**src/rtl/router_pkg.sv**
```systemverilog
// Shared router constants: port indices, one-hot direction codes, node coordinate,
// and a direction decoder used by the allocation stages.
package router_pkg;

  localparam int ADDR_W = 6;
  localparam int NPORT  = 4;
  localparam logic [2:0] NODE_COORD = 3'b100;

  localparam logic [1:0] P_E = 2'd0;
  localparam logic [1:0] P_W = 2'd1;
  localparam logic [1:0] P_N = 2'd2;
  localparam logic [1:0] P_S = 2'd3;

  localparam logic [4:0] DIR_E     = 5'b00001;
  localparam logic [4:0] DIR_W     = 5'b00010;
  localparam logic [4:0] DIR_N     = 5'b00100;
  localparam logic [4:0] DIR_S     = 5'b01000;
  localparam logic [4:0] DIR_LOCAL = 5'b10000;

  typedef struct packed {
    logic       net;
    logic       loc;
    logic [1:0] port;
  } dir_dec_t;

  // Zero or multi-hot codes decode to neither net nor loc, which forces a deflection.
  function automatic dir_dec_t dir_decode(input logic [4:0] dir);
    dir_dec_t r;
    r = '0;
    case (dir)
      DIR_E:     begin r.net = 1'b1; r.port = P_E; end
      DIR_W:     begin r.net = 1'b1; r.port = P_W; end
      DIR_N:     begin r.net = 1'b1; r.port = P_N; end
      DIR_S:     begin r.net = 1'b1; r.port = P_S; end
      DIR_LOCAL: r.loc = 1'b1;
      default:   ;
    endcase
    return r;
  endfunction

endpackage

```
**src/rtl/ff_lowest_free.sv**
```systemverilog
// Lowest-index free port finder: one-hot of the lowest set bit of the free mask.
module ff_lowest_free
  import router_pkg::*;
(
  input  logic [NPORT-1:0] free,
  output logic [NPORT-1:0] lowest,
  output logic             any_free
);

  assign lowest   = free & (~free + NPORT'(1));
  assign any_free = |free;

endmodule

```
**src/rtl/switch_allocator.sv**
```systemverilog
// Rotating-priority output allocator for the deflection router at node (4,4).
// Optional deflection counter enabled by defining ALLOC_DEFLECT_CNT_EN.
module switch_allocator #(
  parameter int ADDR_W = 6,
  parameter int NPORT  = 4
) (
  input  logic                    clk,
  input  logic                    rst,
  input  logic [NPORT-1:0]        in_valid,
  input  logic [NPORT*ADDR_W-1:0] in_flit,
  input  logic [NPORT*5-1:0]      in_dir,
  input  logic                    inj_valid,
  input  logic [ADDR_W-1:0]       inj_flit,
  input  logic [4:0]              inj_dir,
  output logic                    inj_ready,
  output logic [NPORT-1:0]        out_valid,
  output logic [NPORT*ADDR_W-1:0] out_flit,
  output logic                    ej_valid,
  output logic [ADDR_W-1:0]       ej_flit
`ifdef ALLOC_DEFLECT_CNT_EN
  ,output logic [15:0]            defl_cnt
`endif
);
  import router_pkg::*;

  logic [1:0]              prio_q, prio_d;
  logic [NPORT-1:0]        out_valid_q, out_valid_d;
  logic [NPORT*ADDR_W-1:0] out_flit_q, out_flit_d;
  logic                    ej_valid_q, ej_valid_d;
  logic [ADDR_W-1:0]       ej_flit_q, ej_flit_d;

  logic [NPORT-1:0] grant_a [NPORT+1];
  logic [1:0]       idx_a   [NPORT];
  logic             eject_a [NPORT];
`ifdef ALLOC_DEFLECT_CNT_EN
  logic             defl_a  [NPORT+1];
`endif

  assign prio_d = prio_q + 2'd1;

  // One stage per priority slot; each stage sees the free mask left by the stages before it.
  for (genvar k = 0; k < NPORT; k++) begin : g_stage
    logic [NPORT-1:0] free_in, free_out, lowest, grant;
    logic             ej_in, any_free, eject;
    logic [1:0]       idx;
    dir_dec_t         dec;

    if (k == 0) begin : g_first
      assign free_in = '1;
      assign ej_in   = 1'b1;
    end else begin : g_next
      assign free_in = g_stage[k-1].free_out;
      assign ej_in   = g_stage[k-1].ej_in & ~g_stage[k-1].eject;
    end

    assign idx = prio_q + 2'(k);

    ff_lowest_free u_lf (.free(free_in), .lowest(lowest), .any_free(any_free));

    always_comb begin
      dec   = dir_decode(in_dir[idx*5 +: 5]);
      grant = '0;
      eject = 1'b0;
      if (in_valid[idx]) begin
        if (dec.loc && ej_in)                     eject = 1'b1;
        else if (dec.net && free_in[dec.port])    grant[dec.port] = 1'b1;
        else if (any_free)                        grant = lowest;
      end
    end

    assign free_out   = free_in & ~grant;
    assign grant_a[k] = grant;
    assign idx_a[k]   = idx;
    assign eject_a[k] = eject;
`ifdef ALLOC_DEFLECT_CNT_EN
    assign defl_a[k]  = in_valid[idx] & ~eject & ~(dec.net & free_in[dec.port]);
`endif
  end

  logic [NPORT-1:0] free_inj, inj_lowest, inj_grant;
  logic             inj_any;
  dir_dec_t         inj_dec;

  assign free_inj = g_stage[NPORT-1].free_out;

  ff_lowest_free u_lf_inj (.free(free_inj), .lowest(inj_lowest), .any_free(inj_any));

  assign inj_ready = inj_any;

  always_comb begin
    inj_dec   = dir_decode(inj_dir);
    inj_grant = '0;
    if (inj_valid && inj_any) begin
      if (inj_dec.net && free_inj[inj_dec.port]) inj_grant[inj_dec.port] = 1'b1;
      else                                       inj_grant = inj_lowest;
    end
  end

  assign grant_a[NPORT] = inj_grant;
`ifdef ALLOC_DEFLECT_CNT_EN
  assign defl_a[NPORT]  = inj_valid & inj_any & ~(inj_dec.net & free_inj[inj_dec.port]);
`endif

  always_comb begin
    out_valid_d = '0;
    out_flit_d  = '0;
    ej_valid_d  = 1'b0;
    ej_flit_d   = '0;
    for (int unsigned k = 0; k < NPORT; k++) begin
      for (int unsigned p = 0; p < NPORT; p++) begin
        if (grant_a[k][p]) begin
          out_valid_d[p]                  = 1'b1;
          out_flit_d[p*ADDR_W +: ADDR_W]  = in_flit[idx_a[k]*ADDR_W +: ADDR_W];
        end
      end
      if (eject_a[k]) begin
        ej_valid_d = 1'b1;
        ej_flit_d  = in_flit[idx_a[k]*ADDR_W +: ADDR_W];
      end
    end
    for (int unsigned p = 0; p < NPORT; p++) begin
      if (grant_a[NPORT][p]) begin
        out_valid_d[p]                 = 1'b1;
        out_flit_d[p*ADDR_W +: ADDR_W] = inj_flit;
      end
    end
  end

  always_ff @(posedge clk or posedge rst) begin
    if (rst) begin
      prio_q      <= '0;
      out_valid_q <= '0;
      out_flit_q  <= '0;
      ej_valid_q  <= 1'b0;
      ej_flit_q   <= '0;
    end else begin
      prio_q      <= prio_d;
      out_valid_q <= out_valid_d;
      out_flit_q  <= out_flit_d;
      ej_valid_q  <= ej_valid_d;
      ej_flit_q   <= ej_flit_d;
    end
  end

  assign out_valid = out_valid_q;
  assign out_flit  = out_flit_q;
  assign ej_valid  = ej_valid_q;
  assign ej_flit   = ej_flit_q;

`ifdef ALLOC_DEFLECT_CNT_EN
  logic [15:0] defl_cnt_q, defl_cnt_d;
  logic [2:0]  defl_n;
  logic [16:0] defl_sum;

  always_comb begin
    defl_n = '0;
    for (int unsigned k = 0; k <= NPORT; k++) defl_n = defl_n + {2'b00, defl_a[k]};
    defl_sum   = {1'b0, defl_cnt_q} + {14'd0, defl_n};
    defl_cnt_d = defl_sum[16] ? '1 : defl_sum[15:0];
  end

  always_ff @(posedge clk or posedge rst) begin
    if (rst) defl_cnt_q <= '0;
    else     defl_cnt_q <= defl_cnt_d;
  end

  assign defl_cnt = defl_cnt_q;
`endif

endmodule

```
**config.mk**
```make
export PLATFORM = sky130hd
export DESIGN_NAME = switch_allocator
export DESIGN_NICKNAME = d
export VERILOG_FILES = /design/src/rtl/router_pkg.sv /design/src/rtl/ff_lowest_free.sv /design/src/rtl/switch_allocator.sv
export SDC_FILE = /design/constraint.sdc
export NUM_CORES = 1
export LEC_CHECK = 0
export BUFFER_PORTS_ARGS = -buffer_cell sky130_fd_sc_hd__clkbuf_2
export CAP_MARGIN = 20
export CELL_PAD_IN_SITES_DETAIL_PLACEMENT = 0
export CELL_PAD_IN_SITES_GLOBAL_PLACEMENT = 1
export CORE_ASPECT_RATIO = 0.8
export CORE_MARGIN = 1
export CORE_UTILIZATION = 29
export CTS_CLUSTER_SIZE = 14
export DETAILED_ROUTE_END_ITERATION = 10
export PLACE_DENSITY_LB_ADDON = 0.2
export SETUP_SLACK_MARGIN = 0.02
export SLEW_MARGIN = 25
export SYNTH_ARGS = -nofsm -noshare
export SYNTH_HDL_FRONTEND = slang
export SYNTH_SLANG_ARGS = --single-unit
export TNS_END_PERCENT = 5
```
**constraint.sdc**
```tcl
create_clock -name clk -period 6.7 [get_ports clk]
set_input_delay 1.675 -clock clk [delete_from_list [all_inputs] [get_ports clk]]
set_output_delay 1.675 -clock clk [all_outputs]
set_load 0.05 [all_outputs]
```
==> implementation parameters <==
Parameter                              Value

STA
  Slew at the pin with the worst max-slew slack    0.8649 ns
  Total count of hold-check failures in the final report    0
  Final count of negative-setup-slack endpoints    0
  Minimum period implied by the final worst setup slack    roughly 6.6 ns
  F_max    approximately 150 MHz
  Worst Clk Skew    between 0.006 and 0.007 ns
  Setup slack after layout    0.1486 ns
  Total negative slack    0 ns
  Max Transition Viols Final    0
  Ratio of final minimum period to clock period    0.9778
  RSZ-0062 raised after global routing    false
  Normalized max-slew margin    0.4184

Logic synthesis
  Primary flip-flop cell chosen by synthesis mapping    sky130_fd_sc_hd__dfrtp_1
  Post-synth top area share    0.2179
  Count of state elements after synthesis    37
  Synth Net Count    about 530
  Ranking of synthesized cells by area    sky130_fd_sc_hd__dfrtp_1 (22%), sky130_fd_sc_hd__mux4_2 (10%), sky130_fd_sc_hd__mux2i_1 (5.7%), sky130_fd_sc_hd__nand2_1 (5.1%), sky130_fd_sc_hd__mux2_2 (4.2%)
  Cell type contributing the most total cell area after synthesis    sky130_fd_sc_hd__dfrtp_1
  Number of warnings printed during yosys synthesis    0
  Mean Syn Cell Area    approximately 9.2 um2
  Cell count after synthesis    around 460
  Count of flip-flops with a built-in enable after synthesis    0
  Summed instance area of the synthesized netlist    ~4200 um2
  Share of synthesized flip-flops with an asynchronous set or reset    1.000
  Post-synth cell types    77
  Sequential area share after synthesis    0.2179

CTS
  Clock insertion delay at the later pin of the skew report    between 0.2 and 0.3 ns
  Count of hold-fix buffers inserted at cts    0
  Deepest level of the CTS H-tree    2
  TritonCTS Sinks    37
  Clock input transition at the sequential cells of the worst setup and hold paths    about 0.060 ns
  Bufs on Longest Clock Path    2
  Number of buffers created by CTS    5
  Root Buffer    sky130_fd_sc_hd__clkbuf_16
  CTS tree    yes

Run status
  Run status    finished clean

Critical path
  Most used cell along the critical path    sky130_fd_sc_hd__a2111oi_4
  Largest stage delay on the critical path    0.54 ns
  Data required time of the critical path    roughly 5.0 ns
  Critical path launch point type    input port
  Worst Path Class, Setup    input port to output port
  Worst Path Max Fanout    5
  Cell-by-cell trace of the critical path    clkbuf_2, mux4_2, nor4b_4, buf_4, a211oi_4, a221oi_4, a2111oi_4, buf_12, a2111oi_4, o31ai_4, a31o_1, or2_1, nand4_1, buf_6
  Count of buffer and inverter cells on the critical path    4
  Cell family with most CP delay    compound AO/OA/AOI/OAI gates
  CP Data Arrival Time    4.88 ns
  Element type at the critical path end    output port
  Critical Path Slowest Stage Cell    sky130_fd_sc_hd__mux4_2

Route
  DRC Markers    0
  DRT antenna net count    0
  Wire length per cell    between 15 and 20 um
  Final wirelength    ~14000 um
  Via density    approximately 5.6
  Via Count    approximately 4.2k
  Iter 0 DRT Violations    slightly below 300
  Pre-Repair DR Iteration Count    5

Global route
  Antenna violations before repair    0
  Total global routing overflow    0
  Maximum number of pins on one net before global-route repair    38
  Vias in the first global route    ~4.2k
  All-Layer GR Usage    0.1897
  First-pass GRT wire length    22000 um

Cells and area
  Net count reported at finish    around 630
  Ratio of cells with drive above 1 in the final layout    0.3706
  Area Growth Syn to Fin    23.23%
  Final core utilization    0.3662
  Final antenna diode count    0
  Filler instances    approximately 1.5k
  Final instance area    around 5200 um2

Floorplan
  Die outline width    approximately 140 um
  Height of the die    110.3 um
  Core footprint    between 10000 and 15000 um2
  # rows    39
  Die area    ~15000 um2
  Top-Level Pins    between 90 and 100
  Initial Util    0.2972

Placed design
  Post-DP Area    about 5000 um2
  Routability congestion estimate    0.8559
  Half-perimeter wire length of the detailed placement result    11690 um
  Post-placement setup slack    ~0.001 ns
  Count of buffers from port buffering    97

Job
  Number of max-cap violations    0

Pwr
  Cell Pwr Density    about 150 nW/um2
  P_leak    about 2.1 nW
  Power, Total    approximately 0.8 mW
  Worst-case vdd ir drop    approximately 120 uV

Worst hold path
  Path category of the worst min-delay check    flip-flop to flip-flop
-- cell usage after synthesis (all sizes together), types with 10 or more instances --
cell type / count
dfrtp: 37
o21ai: 42
o21a: 13
mux4: 24
nand3: 15
mux2: 16
a222oi: 10
mux2i: 24
buf: 17
nor2: 30
nand2: 58
clkbuf: 10
a21oi: 15
o221ai: 16
-- worst register-to-register path, delay by kind of cell, from the launching register on --
family	cells	cell delay [ns]
compound gates	7	1.99
mux	2	1.03
buf+inv	1	0.17
flops	1	0.79
simple gates	1	0.56
-- metal layers --
metal	global-route usage	vias up	wire (um)
li1	-	2061	-
met1	0.2428	2018	6256
met5	0	-	0
met2	0.3391	115	6706
met3	0.02286	14	590
met4	0.04631	0	210
-- per-stage QoR --
stage	hold slack [ns]	cells
after floorplan	1.116	463
after global placement	0.8547	745
after detailed placement	0.8908	745
after CTS	0.9057	753
after global routing	0.9403	756
final	0.8915	756
-- path summary, 6_finish.rpt --
path | start | end | slack (ns) | cells after the start
worst max-delay path | in_dir[18] | inj_ready | 0.15 | 14
worst min-delay path | prio_q[1]$_DFF_PP0_ | prio_q[1]$_DFF_PP0_ | 0.89 | 1
worst max register to register | prio_q[0]$_DFF_PP0_ | out_flit[14]$_DFF_PP0_ | 2.08 | 11
worst min register to register | prio_q[1]$_DFF_PP0_ | prio_q[1]$_DFF_PP0_ | 0.89 | 1
max in group asynchronous | rst | prio_q[1]$_DFF_PP0_ | 4.88 | 3
min in group asynchronous | rst | ej_flit[0]$_DFF_PP0_ | 1.48 | 3
-- sequential cells by signal (all words and copies together), names as in the netlist --
signal / flops
out_flit: 24
ej_flit: 6
out_valid: 4
prio_q: 2
ej_valid: 1
-- cell families after synthesis --
| logic type | Yosys count | share of synthesized area |
|---|---|---|
| DFF | 37 | 0.2179 |
| buffers and inverters | 34 | 0.03858 |
| AOI/OAI and AO/OA | 162 | 0.3051 |
| muxes | 64 | 0.2306 |
| xor gates and xnor gates | 4 | 0.008247 |
| and+or+nand+nor | 162 | 0.1997 |
-- layout by cell type (no fill, tap or decap), drive strengths merged, types with 15 or more instances in the layout --
cell / n
clkbuf: 102
nand2: 58
o21ai: 42
dfrtp: 37
buf: 32
nor2: 30
mux2i: 24
mux4: 24
mux2: 16
o221ai: 16
a21oi: 15
nand3: 15
-- final cells by class --
class | instances | area (um2) | area share
Tap cell | 184 | 230.2 | 0.04397
Inverter | 7 | 26.28 | 0.005018
Sequential cell | 37 | 928.4 | 0.1773
Clock buffer | 6 | 138.9 | 0.02652
Multi-Input combinational cell | 392 | 3162 | 0.6038
Timing Repair Buffer | 128 | 737.0 | 0.1407
Clock inverter | 2 | 13.76 | 0.002628
-- power breakdown --
group          switching [mW]  leakage (nW)  internal (mW)
logic                   0.208          1.60          0.102
registers             0.00611         0.470          0.245
clock network          0.0915        0.0768          0.148
total                   0.305          2.14          0.495
-- what timing repair did --
action                     CTS  global route
pin swaps                    2             5
resized for setup            0             9
setup endpoints to repair    1             1
buffers inserted             0             3
No activity file was read; power rests on OpenSTA's default activity.
